===== config.mk =====
export PLATFORM = sky130hd
export DESIGN_NAME = fifo_write_arbiter_flat
export DESIGN_NICKNAME = d
export VERILOG_FILES = /design/src/rtl/fifo_arb_pkg.sv /design/src/rtl/fifo_write_arbiter_if.sv /design/src/rtl/fifo_write_arbiter_rr_pick.sv /design/src/rtl/fifo_write_arbiter.sv /design/src/flat_wrapper.sv
export SDC_FILE = /design/constraint.sdc
export NUM_CORES = 1
export LEC_CHECK = 0
export ABC_AREA = 1
export BUFFER_PORTS_ARGS = -buffer_cell sky130_fd_sc_hd__buf_4
export CORE_MARGIN = 10
export CORE_UTILIZATION = 40
export CTS_BUF_LIST = sky130_fd_sc_hd__clkbuf_8
export DETAILED_ROUTE_END_ITERATION = 6
export GPL_ROUTABILITY_DRIVEN = 0
export GPL_TIMING_DRIVEN = 0
export PLACE_DENSITY = 0.86
export SYNTH_ARGS = -nofsm -noshare
export SYNTH_HDL_FRONTEND = slang
export SYNTH_SLANG_ARGS = --single-unit

===== constraint.sdc =====
create_clock -name clk -period 1.9 [get_ports clk]
set_input_delay 0.57 -clock clk [delete_from_list [all_inputs] [get_ports clk]]
set_output_delay 0.57 -clock clk [all_outputs]
set_load 0.01 [all_outputs]

===== src/rtl/fifo_arb_pkg.sv =====
// Shared types and helpers for the FIFO write arbiter.
package fifo_arb_pkg;

    typedef enum logic {
        IDLE  = 1'b0,
        BURST = 1'b1
    } arb_state_e;

    // Width of grant_id / owner index; never narrower than one bit.
    function automatic int unsigned gid_width(input int unsigned n);
        return (n > 1) ? $clog2(n) : 1;
    endfunction

endpackage


===== src/rtl/fifo_write_arbiter_if.sv =====
// Requester-side handshake plus FIFO write port bundled for the arbiter.
interface fifo_write_arbiter_if #(
    parameter int unsigned N_REQ = 4,
    parameter int unsigned WIDTH = 8
);
    localparam int unsigned GW = fifo_arb_pkg::gid_width(N_REQ);

    logic [N_REQ-1:0]       req_valid;
    logic [N_REQ*WIDTH-1:0] req_data;
    logic [N_REQ-1:0]       req_last;
    logic [N_REQ-1:0]       req_ready;
    logic                   fifo_full;
    logic                   fifo_almost_full;
    logic                   fifo_write_en;
    logic [WIDTH-1:0]       fifo_write_data;
    logic [GW-1:0]          grant_id;
    logic                   busy;

    // Arbiter view: drives ready, FIFO write strobe/data and status.
    modport master (
        input  req_valid, req_data, req_last, fifo_full, fifo_almost_full,
        output req_ready, fifo_write_en, fifo_write_data, grant_id, busy
    );

    // Producer/FIFO view: the environment around the arbiter.
    modport slave (
        output req_valid, req_data, req_last, fifo_full, fifo_almost_full,
        input  req_ready, fifo_write_en, fifo_write_data, grant_id, busy
    );
endinterface


===== src/rtl/fifo_write_arbiter_rr_pick.sv =====
// Rotating-priority picker: first set valid bit at or after ptr, wrapping.
module rr_pick #(
    parameter int unsigned N_REQ = 4,
    parameter int unsigned PW    = 2
) (
    input  logic [N_REQ-1:0] valid,
    input  logic [PW-1:0]    ptr,
    output logic             any,
    output logic [PW-1:0]    idx
);

    // Scan offsets from farthest to nearest so the nearest valid index wins.
    always_comb begin
        int unsigned cand;
        logic [PW-1:0] ci;
        any = |valid;
        idx = '0;
        for (int unsigned k = N_REQ; k > 0; k--) begin
            cand = (32'(ptr) + k - 1) % N_REQ;
            ci   = PW'(cand);
            if (valid[ci]) begin
                idx = ci;
            end
        end
    end

endmodule


===== src/rtl/fifo_write_arbiter.sv =====
// Round-robin burst arbiter sharing one FIFO write port among N_REQ producers.
module fifo_write_arbiter
    import fifo_arb_pkg::*;
#(
    parameter int unsigned N_REQ     = 4,
    parameter int unsigned WIDTH     = 8,
    parameter int unsigned MAX_BURST = 4
) (
    input logic                 clk,
    input logic                 reset_n,
    fifo_write_arbiter_if.master bus
);

    localparam int unsigned GW = gid_width(N_REQ);
    localparam int unsigned BW = $clog2(MAX_BURST + 1);

    arb_state_e    state_q, state_d;
    logic [GW-1:0] owner_q, owner_d;
    logic [GW-1:0] rr_ptr_q, rr_ptr_d;
    logic [BW-1:0] beat_q, beat_d;

    logic             pick_any;
    logic [GW-1:0]    pick_idx;
    logic             own_valid;
    logic             own_last;
    logic [WIDTH-1:0] own_data;
    logic             xfer;
    logic [GW-1:0]    owner_next;
    logic [BW-1:0]    beat_inc;

    rr_pick #(
        .N_REQ (N_REQ),
        .PW    (GW)
    ) u_pick (
        .valid (bus.req_valid),
        .ptr   (rr_ptr_q),
        .any   (pick_any),
        .idx   (pick_idx)
    );

    // Owner-side selection and the transfer qualifier.
    always_comb begin
        own_valid = bus.req_valid[owner_q];
        own_last  = bus.req_last[owner_q];
        own_data  = '0;
        for (int unsigned i = 0; i < N_REQ; i++) begin
            if (owner_q == GW'(i)) begin
                own_data = bus.req_data[i*WIDTH +: WIDTH];
            end
        end
        xfer       = (state_q == BURST) && own_valid && !bus.fifo_full;
        owner_next = (32'(owner_q) == N_REQ - 1) ? '0 : owner_q + 1'b1;
        beat_inc   = beat_q + 1'b1;
    end

    // Outputs derive from registered state, so async reset clears them at once.
    always_comb begin
        bus.req_ready = '0;
        if (state_q == BURST) begin
            bus.req_ready[owner_q] = !bus.fifo_full;
        end
        bus.fifo_write_en   = xfer;
        bus.fifo_write_data = xfer ? own_data : '0;
        bus.grant_id        = owner_q;
        bus.busy            = (state_q == BURST);
    end

    // Grant in IDLE; count beats and decide burst end in BURST.
    always_comb begin
        state_d  = state_q;
        owner_d  = owner_q;
        rr_ptr_d = rr_ptr_q;
        beat_d   = beat_q;
        unique case (state_q)
            IDLE: begin
                if (pick_any && !bus.fifo_almost_full) begin
                    owner_d = pick_idx;
                    beat_d  = '0;
                    state_d = BURST;
                end
            end
            BURST: begin
                if (xfer) begin
                    beat_d = beat_inc;
                    if (own_last || (beat_inc == BW'(MAX_BURST))) begin
                        state_d  = IDLE;
                        rr_ptr_d = owner_next;
                    end
                end else if (!own_valid) begin
                    // Owner went idle: give up the port; a full FIFO alone only stalls.
                    state_d  = IDLE;
                    rr_ptr_d = owner_next;
                end
            end
            default: state_d = IDLE;
        endcase
    end

    // State registers with asynchronous active-low reset.
    always_ff @(posedge clk or negedge reset_n) begin
        if (!reset_n) begin
            state_q  <= IDLE;
            owner_q  <= '0;
            rr_ptr_q <= '0;
            beat_q   <= '0;
        end else begin
            state_q  <= state_d;
            owner_q  <= owner_d;
            rr_ptr_q <= rr_ptr_d;
            beat_q   <= beat_d;
        end
    end

endmodule

===== src/flat_wrapper.sv =====
// flat-port wrapper written by rule: the top's interface ports become plain ports
module fifo_write_arbiter_flat import fifo_arb_pkg::*;
#(
    parameter int unsigned N_REQ     = 4,
    parameter int unsigned WIDTH     = 8,
    parameter int unsigned MAX_BURST = 4
)
  (clk, reset_n, bus_req_valid, bus_req_data, bus_req_last, bus_fifo_full, bus_fifo_almost_full, bus_req_ready, bus_fifo_write_en, bus_fifo_write_data, bus_grant_id, bus_busy);
  fifo_write_arbiter_if #(.N_REQ(N_REQ), .WIDTH(WIDTH)) bus_i ();
  input logic clk;
  input logic reset_n;
  input wire logic [$bits(bus_i.req_valid)-1:0] bus_req_valid;
  input wire logic [$bits(bus_i.req_data)-1:0] bus_req_data;
  input wire logic [$bits(bus_i.req_last)-1:0] bus_req_last;
  input wire logic [$bits(bus_i.fifo_full)-1:0] bus_fifo_full;
  input wire logic [$bits(bus_i.fifo_almost_full)-1:0] bus_fifo_almost_full;
  output wire logic [$bits(bus_i.req_ready)-1:0] bus_req_ready;
  output wire logic [$bits(bus_i.fifo_write_en)-1:0] bus_fifo_write_en;
  output wire logic [$bits(bus_i.fifo_write_data)-1:0] bus_fifo_write_data;
  output wire logic [$bits(bus_i.grant_id)-1:0] bus_grant_id;
  output wire logic [$bits(bus_i.busy)-1:0] bus_busy;
  assign bus_i.req_valid = bus_req_valid;
  assign bus_i.req_data = bus_req_data;
  assign bus_i.req_last = bus_req_last;
  assign bus_i.fifo_full = bus_fifo_full;
  assign bus_i.fifo_almost_full = bus_fifo_almost_full;
  assign bus_req_ready = bus_i.req_ready;
  assign bus_fifo_write_en = bus_i.fifo_write_en;
  assign bus_fifo_write_data = bus_i.fifo_write_data;
  assign bus_grant_id = bus_i.grant_id;
  assign bus_busy = bus_i.busy;
  fifo_write_arbiter #(.N_REQ(N_REQ), .WIDTH(WIDTH), .MAX_BURST(MAX_BURST)) u_core (.clk(clk), .reset_n(reset_n), .bus(bus_i));
endmodule

---- Yosys cells after proc, flatten, opt, wreduce, memory -nomap -nowiden ----
Index checks and enable logic that the tools add are counted.
Widths: inputs -> output; s select.
operators by class
  $add $sub $neg .......................... 10
  multipliers ............................. 0
  divide/modulo/power cells ............... 0
  $lt $le $gt $ge ......................... 6
  equal/unequal tests ..................... 8
  shift-type cells ........................ 0
  mux-type cells .......................... 36
  bitwise logic cells ..................... 2
  reduce and logical (&&, ||, !) cells .... 12
operators by type and width
  kind                 count
  $mux 8               5
  $mux 2               8
  $lt 2x3->1 const B   5
  $bmux 1 s2           6
  $mux 1               11
  $sub 2x1->2 const B  4
  $add 2x1->2 const B  3
  $mux 3               2
  $ne 2x2->1 const B   3
  $pmux 3 s2           1
  $add 2x2->2 const B  2
  $and 4x4->4          1
  $eq 2x2->1 const B   2
  $logic_and 1x1->1    4
  $mux 4               1
  $reduce_and 2->1     2
  $reduce_or 4->1      1
  $add 3x1->3 const B  1
  $eq 3x3->1 const B   1
  $reduce_and 3->1     1
  $demux 1 s2          1
  $eq 2x1->1 const B   1
  $ge 2x1->1 const B   1
  $logic_not 1->1      2
  5 further kinds      5
word-level totals
  register bits after elaboration ......... 8
  latch bits .............................. 0
  bits in writable memories ............... 0
  bits in read-only memories .............. 0
  bits of input ports ..................... 44
  logic and storage cells ................. 78
  memories kept ........................... 0

---- Depth between registers and ports, before layout ----
Gate-level depths: netlist of run 1.
  depth in word-level cells ............... 8
  gate-level depth with buffers ........... 10

---- By module ----
A second synthesis of run 1 with hierarchy kept.
second synthesis, totals
  cells, all modules ...................... 187
  area, all modules ....................... 1056.0 µm²
by module, submodules not included
  module              times used  cells each  area an instance (µm²)  sequential area each (µm²)
  fifo_write_arbiter  1           141         867.1                   200.2
  rr_pick             1           46          188.9                   0.0

---- Worst setup path before layout of run 1 ----
Ideal clock, no wire load.
  path kind ............................... register to output
  from .................................... register u_core.owner_q[0] (netlist: u_core.bus.grant_id[0])
  to ...................................... output bus_fifo_write_data[0]
  data arrival time ....................... 1500 ps
  path slack .............................. -170 ps
  stages on the path, launching flop included .. 8
  path buffers ............................ 1
  cell sequence ........................... dfrtp_1 inv_2 ha_1 clkbuf_1 a21oi_1 o21ai_0 o21ai_0 a21oi_2
on the way
  longest elaborated chain between the ends .. 6
  elaborated cells between the ends (all ways) .. 13
  classes of those cells .................. 3 x eq/ne; 7 x mux; 3 x reduce/logical
ends and longest elaborated chain
  what                    RTL line                   source
  from (decl)             fifo_write_arbiter.sv:18   logic [GW-1:0] owner_q, owner_d;
  from (signal assigned)  fifo_write_arbiter.sv:108  owner_q <= owner_d;
  $logic_not 2->1         fifo_write_arbiter.sv:47   if (owner_q == GW'(i)) begin
  $mux 8 (4 in a row)     fifo_write_arbiter.sv:47
  $mux 8 *                fifo_write_arbiter.sv:63   bus.fifo_write_data = xfer ? own_data : '0;
  to (decl)               flat_wrapper.sv:19         output wire logic [$bits(bus_i.fifo_write_data)-1:0] bus_fifo_write_data;
Mark *: on every way between the ends. The rest lies on a longest branch, timed or not. The select of a mux whose other input is x is not followed.

---- Worst setup path in the final report of run 1 ----
  from .................................... register u_core.owner_q[1] (netlist: u_core.bus.grant_id[1])
  to ...................................... output bus_fifo_write_data[7]
Same word-level chain as after synthesis.

==> results_dict.tcl, run 1 <==
set metrics [dict create \
    status "finished with violations" \
    violations "negative setup slack" \
    die_w_um 70.3 \
    synth_cell_types 19 \
    ys_warn_count 0 \
    worst_slew_pin_slew_ns 0.274 \
    end_kind "output port" \
    cp.required_ns 1.33 \
    tns_ns -2.86 \
    ys.flop_type "dfrtp_1" \
    wire_per_inst_um 16.0 \
    p_leak_nw 0.940 \
    diodes 0 \
    maxSlewHeadroom 0.816 \
    grt_antenna_before_repair 0 \
    post-dp-hpwl_mm 3.02 \
    utilization 0.762 \
    ios 60 \
    ctsHoldBuffers 0 \
    grt-ovfl-total 0 \
    path_common_cell "o21ai_1" \
    grt_pass1_wl_mm 6.62 \
    crit_family "buffers and inverters" \
    cts_root_buf "clkbuf_8" \
    synth.net_count 215 \
    synth_area_leaders "dfrtp_1 20%, nand2_1 12%, o21ai_0 9.4%" \
    antenna_left 0 \
    synth_edf_count 0 \
    initial_core_util 0.412 \
    setup_violations 11 \
    synth_async_sr_flop_share 1.00 \
    avgSynthCellArea_um2 6.13 \
    drive_above_1_share 0.561 \
    port-buffer-count 59 \
    yosysSeqAreaShare 0.198 \
    clock_path_buffers 2 \
    power_density_mw_per_mm2 1480 \
    cp.buffers_inverters 5 \
    htreeDepth 1 \
    cp-start-kind "register" \
    fin_cells 276 \
    cp_max_fo 6 \
    skew_ns 0.00631 \
    core_mm2 0.00245 \
    yosysMostFrequentCell "nand2_1" \
    n_fill_cell 189 \
    synthCells 165 \
    cts_tree "built" \
    grt_pass1_vias 1436 \
    final-hold-violation-count 0 \
    cts_sinks 8 \
    rsz0062_at_grt "yes" \
    rows 18 \
    cts_buffers 3 \
    wirelength_mm 4.41 \
    drtIter0Drc 100 \
    critPathArrivalTime_ns 1.70 \
    setup_ws_ns -0.369 \
    cap_violations 0 \
    irDropWorstVdd_v 0.00104 \
    clock_latency_ns 0.23 \
    crit_type "reg2out" \
    area_growth_pct 85.1 \
    clock.fmax_mhz 441 \
    vias 1476 \
    grt_max_degree 11 \
    nNetsFinal 297 \
    critPathSlowestCell "dfrtp_2" \
    first_pass_iters 4 \
    ys_ff_latch 8 \
    synth_commonest_cells "33 x nand2_1, 25 x nor2_1, 19 x o21ai_0" \
    grt_usage 0.159 \
    via_per_inst 5.35 \
    path_cells "inv_4 -> ha_4 -> buf_8 -> inv_8 -> buf_6 -> nor2_2 -> o21ai_1 -> o21ai_1 -> a21oi_2 -> buf_4" \
    placed_cells 254 \
    crit_path_max_incr_delay_ns 0.42 \
    period_share 1.19 \
    hold_class "in2async" \
    fp.dieH_um 70.3 \
    drv_slew 0 \
    cts.clk_slew.worst_paths_ns 0.04 \
    netlist_area_mm2 0.00101 \
    yosysTopAreaCellShare 0.198 \
    synth_top_area_cell "dfrtp_1" \
    dp_slack_ns -0.331 \
    fin_crit_ns 2.27 \
    die_area_mm2 0.00494 \
    route.detailed.drc 0 \
]
==> power breakdown <==
part | internal [W] | leakage (nW) | total, W | switching (W)
Combinational | 0.00101 | 0.815 | 0.00222 | 0.00121
Clock | 0.000140 | 0.0269 | 0.000205 | 0.0000651
Sequential | 0.000245 | 0.0983 | 0.000346 | 0.000101
Total | 0.00139 | 0.940 | 0.00277 | 0.00137
==> kinds of logic after synthesis <==
logic type / after synthesis / synth area share
and+or+nand+nor: 76 / 0.309
DFF: 8 / 0.198
adders and majority gates: 6 / 0.0743
AOI/OAI and AO/OA: 51 / 0.316
buffers and inverters: 23 / 0.0941
xor gates and xnor gates: 1 / 0.00866
==> worst reg2reg max path: stages, from the launching register on <==
cell and delay [ns]:
dfrtp_2 0.46, buf_6 0.15, a21oi_2 0.14, o21ai_2 0.07
nand2_2 0.10, nand2_4 0.09, buf_4 0.16, nand2_2 0.07
inv_2 0.04, nand2_1 0.04, o21ai_1 0.06
==> sequential cells by signal, indices dropped and copies added (netlist names) <==
register / flops
u_core.bus.busy: 1
u_core.beat_q: 3
u_core.rr_ptr_q: 2
u_core.bus.grant_id: 2
==> final cells by class <==
type / count / area (um2) / area share
buffer: 5 / 63.8 / 0.0341
timing repair buffer: 75 / 598 / 0.320
multi-input combinational: 134 / 818 / 0.437
inverter: 18 / 90.1 / 0.0481
tap: 30 / 37.5 / 0.0201
clock inverter: 1 / 3.75 / 0.00201
sequential: 8 / 204 / 0.109
clock buffer: 3 / 41.3 / 0.0221
timing repair inverter: 2 / 15.0 / 0.00802
==> path summary, 6_finish.rpt <==
| check | from | cells past startpoint | slack (ns) | to |
|---|---|---|---|---|
| max reg2reg | u_core.bus.grant_id[0] | 10 | 0.39 | u_core.beat_q[0] |
| min in group clk | u_core.beat_q[1] | 2 | 0.51 | u_core.beat_q[1] |
| min | reset_n | 1 | 0.15 | u_core.rr_ptr_q[1] |
| max | u_core.bus.grant_id[1] | 10 | -0.37 | bus_fifo_write_data[7] |
| max in group asynchronous | reset_n | 1 | 1.61 | u_core.bus.busy |
| min reg2reg | u_core.beat_q[1] | 2 | 0.51 | u_core.beat_q[1] |
==> through the flow <==
step / hold slack, ns / total power, W / area [um2]
after global placement: 0.389 / 0.00178 / 1500
after floorplan: 0.274 / 0.00136 / 1020
after detailed placement: 0.390 / 0.00182 / 1500
after CTS: 0.146 / 0.00242 / 1740
final: 0.146 / 0.00277 / 1870
after global routing: 0.144 / 0.00300 / 1870
==> timing repair <==
item                       CTS  global route
buffers inserted            11             3
resized for setup           37            30
pin swaps                    4            12
gates cloned                 3             1
setup endpoints to repair   13            13
==> placed cells by master, fill, tap and decap left out <==
cell and count:
ha_1 3, o21ai_1 16, clkinv_4 1, nand2_2 2
inv_2 8, o21ai_0 2, a21oi_1 8, inv_8 2
nand2_1 33, clkbuf_8 4, dfrtp_1 5, buf_4 68
o21ai_2 11, clkinv_1 1, nand4_1 1, nor2_2 4
xor2_1 1, nand3_1 14, buf_6 6, buf_2 1
buf_8 3, ha_4 2, nor2_1 19, a21oi_2 12
buf_12 1, inv_1 5, o21ai_4 2, nand2_4 1
dfrtp_2 3, inv_4 4, nor2_4 2, ha_2 1
==> per-layer routing <==
metal,share of wire,GRT usage,vias to the layer above
met4,0.022,0.0680,0
met5,0,0,-
met3,0.095,0.0508,10
met2,0.46,0.255,90
met1,0.43,0.187,660
li1,-,-,716
No activity file was read; power rests on OpenSTA's default activity.
==> run 2: changes to the inputs <==
==> constraint.sdc (replaced) <==
create_clock -name clk -period 1.9 [get_ports clk]
set_input_delay 0.57 -clock clk [delete_from_list [all_inputs] [get_ports clk]]
set_output_delay 0.57 -clock clk [all_outputs]
set_load 0.1 [all_outputs]
==> run 2 against run 1 <==
Net effect:
- the run still ends with negative setup slack left
- non-clock buffer count up 2
- register-to-register slack worse by 0.23 ns
- first-iteration DRC count up 130%
- critical endpoint is now bus_fifo_write_data[1]
- critical path depth down 2
==> results_dict.tcl, run 2 (synthesis gave the netlist of run 1 again) <==
set metrics [dict create \
    critPathArrivalTime_ns 1.94 \
    nNetsFinal 298 \
    dp_slack_ns -0.371 \
    rows 18 \
    p_comb_frac 0.857 \
    cp_max_fo 5 \
    post-dp-hpwl_mm 2.92 \
    wire_per_inst_um 22.1 \
    grt_max_degree 11 \
    setup_violations 13 \
    crit_type "reg2out" \
    skew_ns 0.0109 \
    worst_slew_pin_slew_ns 0.304 \
    grt_pass1_vias 1496 \
    cts_buffers 3 \
    die_w_um 70.3 \
    antenna_left 0 \
    internal_power_w 0.00177 \
    fp.dieH_um 70.3 \
    grt-ovfl-total 0 \
    hold_class "in2async" \
    grt_antenna_before_repair 0 \
    period_share 1.32 \
    layout_commonest_cell "buf_4" \
    drtIter0Drc 227 \
    largest-register "u_core.beat_q" \
    area_growth_pct 120 \
    ios 60 \
    cp.buffers_inverters 3 \
    via_per_inst 5.77 \
    cp.required_ns 1.33 \
    critPathSlowestCell "dfrtp_4" \
    fin_crit_ns 2.51 \
    end_kind "output port" \
    clock_latency_ns 0.24 \
    crit_path_max_incr_delay_ns 0.53 \
    cap_violations 0 \
    drv_slew 0 \
    wirelength_mm 6.11 \
    grt_pass1_wl_mm 7.65 \
    fin_cells 277 \
    vias 1598 \
    drive_above_1_share 0.599 \
    clock_path_buffers 2 \
    p_sw_w 0.00241 \
    largest_register_ff_count 3 \
    cp-start-kind "register" \
    core_mm2 0.00245 \
    first_pass_iters 5 \
    setup_ws_ns -0.610 \
    status "finished with violations" \
    final-hold-violation-count 0 \
    htreeDepth 1 \
    placed_cells 254 \
    rsz0062_at_grt "yes" \
    path_cells "inv_6 -> ha_4 -> buf_6 -> a21oi_4 -> o21ai_2 -> o21ai_2 -> a21oi_4 -> buf_12" \
    cts.clk_slew.worst_paths_ns 0.05 \
    initial_core_util 0.412 \
    power.share.sequential 0.092 \
    cts_root_buf "clkbuf_8" \
    maxSlewHeadroom 0.797 \
    switching_share 0.577 \
    layout_common_cells "54 x buf_4, 33 x nand2_1, 19 x nor2_1" \
    p_leak_nw 1.02 \
    clock.fmax_mhz 398 \
    irDropWorstVdd_v 0.00157 \
    route.detailed.drc 0 \
    grt_usage 0.187 \
    power_density_mw_per_mm2 1880 \
    ctsHoldBuffers 0 \
    port-buffer-count 59 \
    die_area_mm2 0.00494 \
    violations "negative setup slack" \
    crit_family "compound AO/OA/AOI/OAI gates" \
    cts_sinks 8 \
    cts_tree "built" \
    pwr-share-clk 0.051 \
    diodes 0 \
]
run 2: stage by stage:
step / TNS, ns / hold slack, ns / utilization / area (um2) / power (W)
after floorplan: -5.63 / 0.274 / - / 1210 / 0.00235
after global placement: -3.33 / 0.391 / 0.687 / 1690 / 0.00277
after detailed placement: -3.48 / 0.392 / 0.687 / 1690 / 0.00280
after CTS: -4.70 / 0.145 / 0.852 / 2090 / 0.00366
after global routing: -6.33 / 0.133 / 0.907 / 2230 / 0.00436
final: -5.87 / 0.140 / 0.907 / 2230 / 0.00418
run 2: layout make-up:
| class | count | area (um2) |
|---|---|---|
| buffer | 3 | 50.0 |
| clock buffer | 3 | 41.3 |
| clock inverter | 1 | 3.75 |
| fill | 96 | 228 |
| inverter | 18 | 103 |
| multi-input combinational | 134 | 953 |
| sequential | 8 | 211 |
| tap | 30 | 37.5 |
| timing repair buffer | 79 | 818 |
| timing repair inverter | 1 | 8.76 |
run 2: repair_timing:
action | 4_1_cts | 5_1_grt
gates cloned | 0 | 1
hold endpoints to repair | 0 | 0
pin swaps | 10 | 11
setup endpoints to repair | 13 | 13
setup buffers | 15 | 6
gates resized for setup | 64 | 20
run 2: path summary, 6_finish.rpt:
check                                        from                     end  slack (ns)  depth (start not counted)
setup / recovery           u_core.bus.grant_id[1]  bus_fifo_write_data[1]       -0.61                          8
hold / removal                            reset_n         u_core.bus.busy        0.14                          1
setup reg to reg           u_core.bus.grant_id[0]      u_core.rr_ptr_q[0]        0.16                         10
hold reg to reg                  u_core.beat_q[1]        u_core.beat_q[1]        0.52                          2
max in group asynchronous                 reset_n  u_core.bus.grant_id[0]        1.62                          1
min in group clk                 u_core.beat_q[1]        u_core.beat_q[1]        0.52                          2
run 2: power by group through the flow:
stage	Clock, W	Combinational, W	Sequential, W
finish	0.000214	0.00358	0.000384
global route	0.000230	0.00374	0.000389
CTS	0.000212	0.00308	0.000363
detailed placement	0	0.00242	0.000383
global placement	0	0.00239	0.000380
floorplan	0	0.00177	0.000581
run 2: per-layer routing:
layer / wire, um / up-vias / GRT usage / share of wire
li1: - / 717 / - / -
met1: 2310 / 740 / 0.197 / 0.38
met2: 2940 / 109 / 0.329 / 0.48
met3: 595 / 32 / 0.0593 / 0.097
met4: 269 / 0 / 0.0811 / 0.044
met5: 0 / - / 0 / 0
==> run 3: changes to the inputs <==
REMOVE_ABC_BUFFERS = 1   (was not set)
==> run 3 against run 2 <==
Net effect:
- the run still ends with negative setup slack left
- power is 18% lower
- via count down 9.8%
- hold slack improved by 0.0097 ns
- core utilization is 10 points lower
- cell area down 11%
- final cell count is 1.4% lower
- first-iteration DRC count down 62%
- maximum frequency grew 4.1%
- routed wire length decreased by 26%
- clock power decreased by 7%
- combinational power fell by 20%
- highest routed layer unchanged
==> results_dict.tcl, run 3 (synthesis gave the netlist of run 1 again) <==
set metrics [dict create \
    status "finished with violations" \
    violations "negative setup slack" \
    first_pass_iters 6 \
    clock_latency_ns 0.23 \
    period_share 1.27 \
    cp_max_fo 6 \
    critical_path.startpoint "u_core.bus.grant_id[0]" \
    cp.buffers_inverters 3 \
    area_growth_pct 95.5 \
    cts_root_buf "clkbuf_8" \
    fp.dieH_um 70.3 \
    worst_slew_pin_slew_ns 0.309 \
    cp-start-kind "register" \
    reg2reg_from "u_core.bus.grant_id[0]" \
    grt_pass1_vias 1472 \
    seq_area_um2 204 \
    rows 18 \
    path_cells "inv_4 -> ha_4 -> buf_6 -> a21oi_1 -> o21ai_0 -> o21ai_1 -> a21oi_2 -> buf_12" \
    grt_pass1_wl_mm 6.82 \
    end_kind "output port" \
    clock_path_buffers 2 \
    cts_buffers 3 \
    route.detailed.drc 0 \
    rsz0062_at_grt "yes" \
    diodes 0 \
    grt_usage 0.163 \
    p_sw_w 0.00200 \
    critPathSlowestCell "dfrtp_2" \
    drtIter0Drc 86 \
    maxSlewHeadroom 0.794 \
    fin_crit_ns 2.41 \
    cap_violations 0 \
    placed_cells 249 \
    hold_class "in2async" \
    cp.required_ns 1.33 \
    drive_above_1_share 0.543 \
    cts_sinks 8 \
    layout_commonest_cell "buf_4" \
    drv_slew 0 \
    power_density_mw_per_mm2 1740 \
    skew_ns 0.00547 \
    place_area_mm2 0.00147 \
    ios 60 \
    via_per_inst 5.28 \
    grt_antenna_before_repair 0 \
    p_comb_frac 0.833 \
    antenna_left 0 \
    largest-register "u_core.beat_q" \
    largest_register_ff_count 3 \
    wire_per_inst_um 16.6 \
    irDropWorstVdd_v 0.00137 \
    fin_cells 273 \
    crit_type "reg2out" \
    nNetsFinal 295 \
    critPathArrivalTime_ns 1.84 \
    port-buffer-count 59 \
    pwr-share-clk 0.058 \
    crit_path_max_incr_delay_ns 0.46 \
    power.share.sequential 0.109 \
    clock.fmax_mhz 415 \
    cts.clk_slew.worst_paths_ns 0.04 \
    setup_violations 13 \
    die_area_mm2 0.00494 \
    setup_ws_ns -0.511 \
    n_fill_cell 156 \
    die_w_um 70.3 \
    grt_max_degree 18 \
    core_mm2 0.00245 \
    switching_share 0.580 \
    p_leak_nw 0.939 \
    wirelength_mm 4.53 \
    crit_family "compound AO/OA/AOI/OAI gates" \
    grt-ovfl-total 0 \
    multi_input_area_um2 820 \
    post-dp-hpwl_mm 2.82 \
    internal_power_w 0.00145 \
    ctsHoldBuffers 0 \
    fin_area_mm2 0.00198 \
    vias 1441 \
    final-hold-violation-count 0 \
    cts_tree "built" \
    htreeDepth 1 \
    initial_core_util 0.412 \
    layout_common_cells "59 x buf_4, 33 x nand2_1, 20 x nor2_1" \
]
-- run 3: cell types whose count changed in the layout (fill, tap and decap cells not counted), moves of 4 or more --
| cell | change |
|---|---|
| o21ai_2 | -5 |
| a21oi_1 | +4 |
| a21oi_4 | -10 |
| o21ai_0 | +7 |
| buf_6 | -5 |
| buf_4 | +5 |
| a21oi_2 | +6 |
| o21ai_4 | -4 |
-- run 3: layout make-up --
cell class / instances / share of cell area
multi-input cells: 134 / 0.415
repair inverters: 2 / 0.0101
clock buffers: 3 / 0.0209
repair buffers: 78 / 0.387
inverters: 18 / 0.0456
flip-flops and latches: 8 / 0.103
well taps: 30 / 0.0190
-- run 3: worst reg2reg max path: cells and delay by family, from the launching register on --
family          cells  cell delay [ns]
compound gates      1             0.07
buf+inv             3             0.42
flops               1             0.46
simple gates        8             0.68
-- run 3: metrics by stage --
| step | setup WS (ns) | hold WS [ns] | util | total power [W] | setup TNS, ns |
|---|---|---|---|---|---|
| 3_5_place_dp | -0.615 | 0.392 | 0.598 | 0.00237 | -4.96 |
| 5_1_grt | -0.594 | 0.151 | 0.805 | 0.00365 | -5.09 |
| 4_1_cts | -0.407 | 0.152 | 0.766 | 0.00320 | -3.72 |
| 6_report | -0.511 | 0.150 | 0.805 | 0.00344 | -4.32 |
| 2_1_floorplan | -1.54 | 0.274 | - | 0.00193 | -18.39 |
| 3_3_place_gp | -0.572 | 0.389 | 0.598 | 0.00233 | -4.83 |
-- run 3: repair_timing --
item / in CTS / in global routing
setup endpoints to repair: 13 / 14
pin swaps: 13 / 3
resized for setup: 77 / 18
buffers inserted: 14 / 6
gates cloned: 2 / 0
-- run 3: path summary, 6_finish.rpt --
check / to / slack [ns] / depth (start not counted)
worst max register to register: u_core.rr_ptr_q[1] / 0.20 / 12
worst min-delay path: u_core.rr_ptr_q[0] / 0.15 / 1
worst min register to register: u_core.beat_q[2] / 0.50 / 2
min in group clk: u_core.beat_q[2] / 0.50 / 2
worst max-delay path: bus_fifo_write_data[6] / -0.51 / 8
max in group asynchronous: u_core.bus.busy / 1.61 / 1
-- run 3: metal layers --
layer,track usage,wire length (um),share of wire,vias up
li1,-,-,-,707
met1,0.179,1800,0.40,655
met2,0.290,2290,0.51,71
met3,0.0452,363,0.080,8
met4,0.0570,72,0.016,0
met5,0,0,0,-
-- run 3: power groups by stage --
| stage | Sequential [W] | Combinational [W] | Clock [W] |
|---|---|---|---|
| final | 0.000375 | 0.00287 | 0.000199 |
| after global routing | 0.000388 | 0.00305 | 0.000214 |
| after CTS | 0.000368 | 0.00263 | 0.000201 |
| after detailed placement | 0.000367 | 0.00201 | 0 |
| after global placement | 0.000364 | 0.00197 | 0 |
| after floorplan | 0.000559 | 0.00137 | 0 |
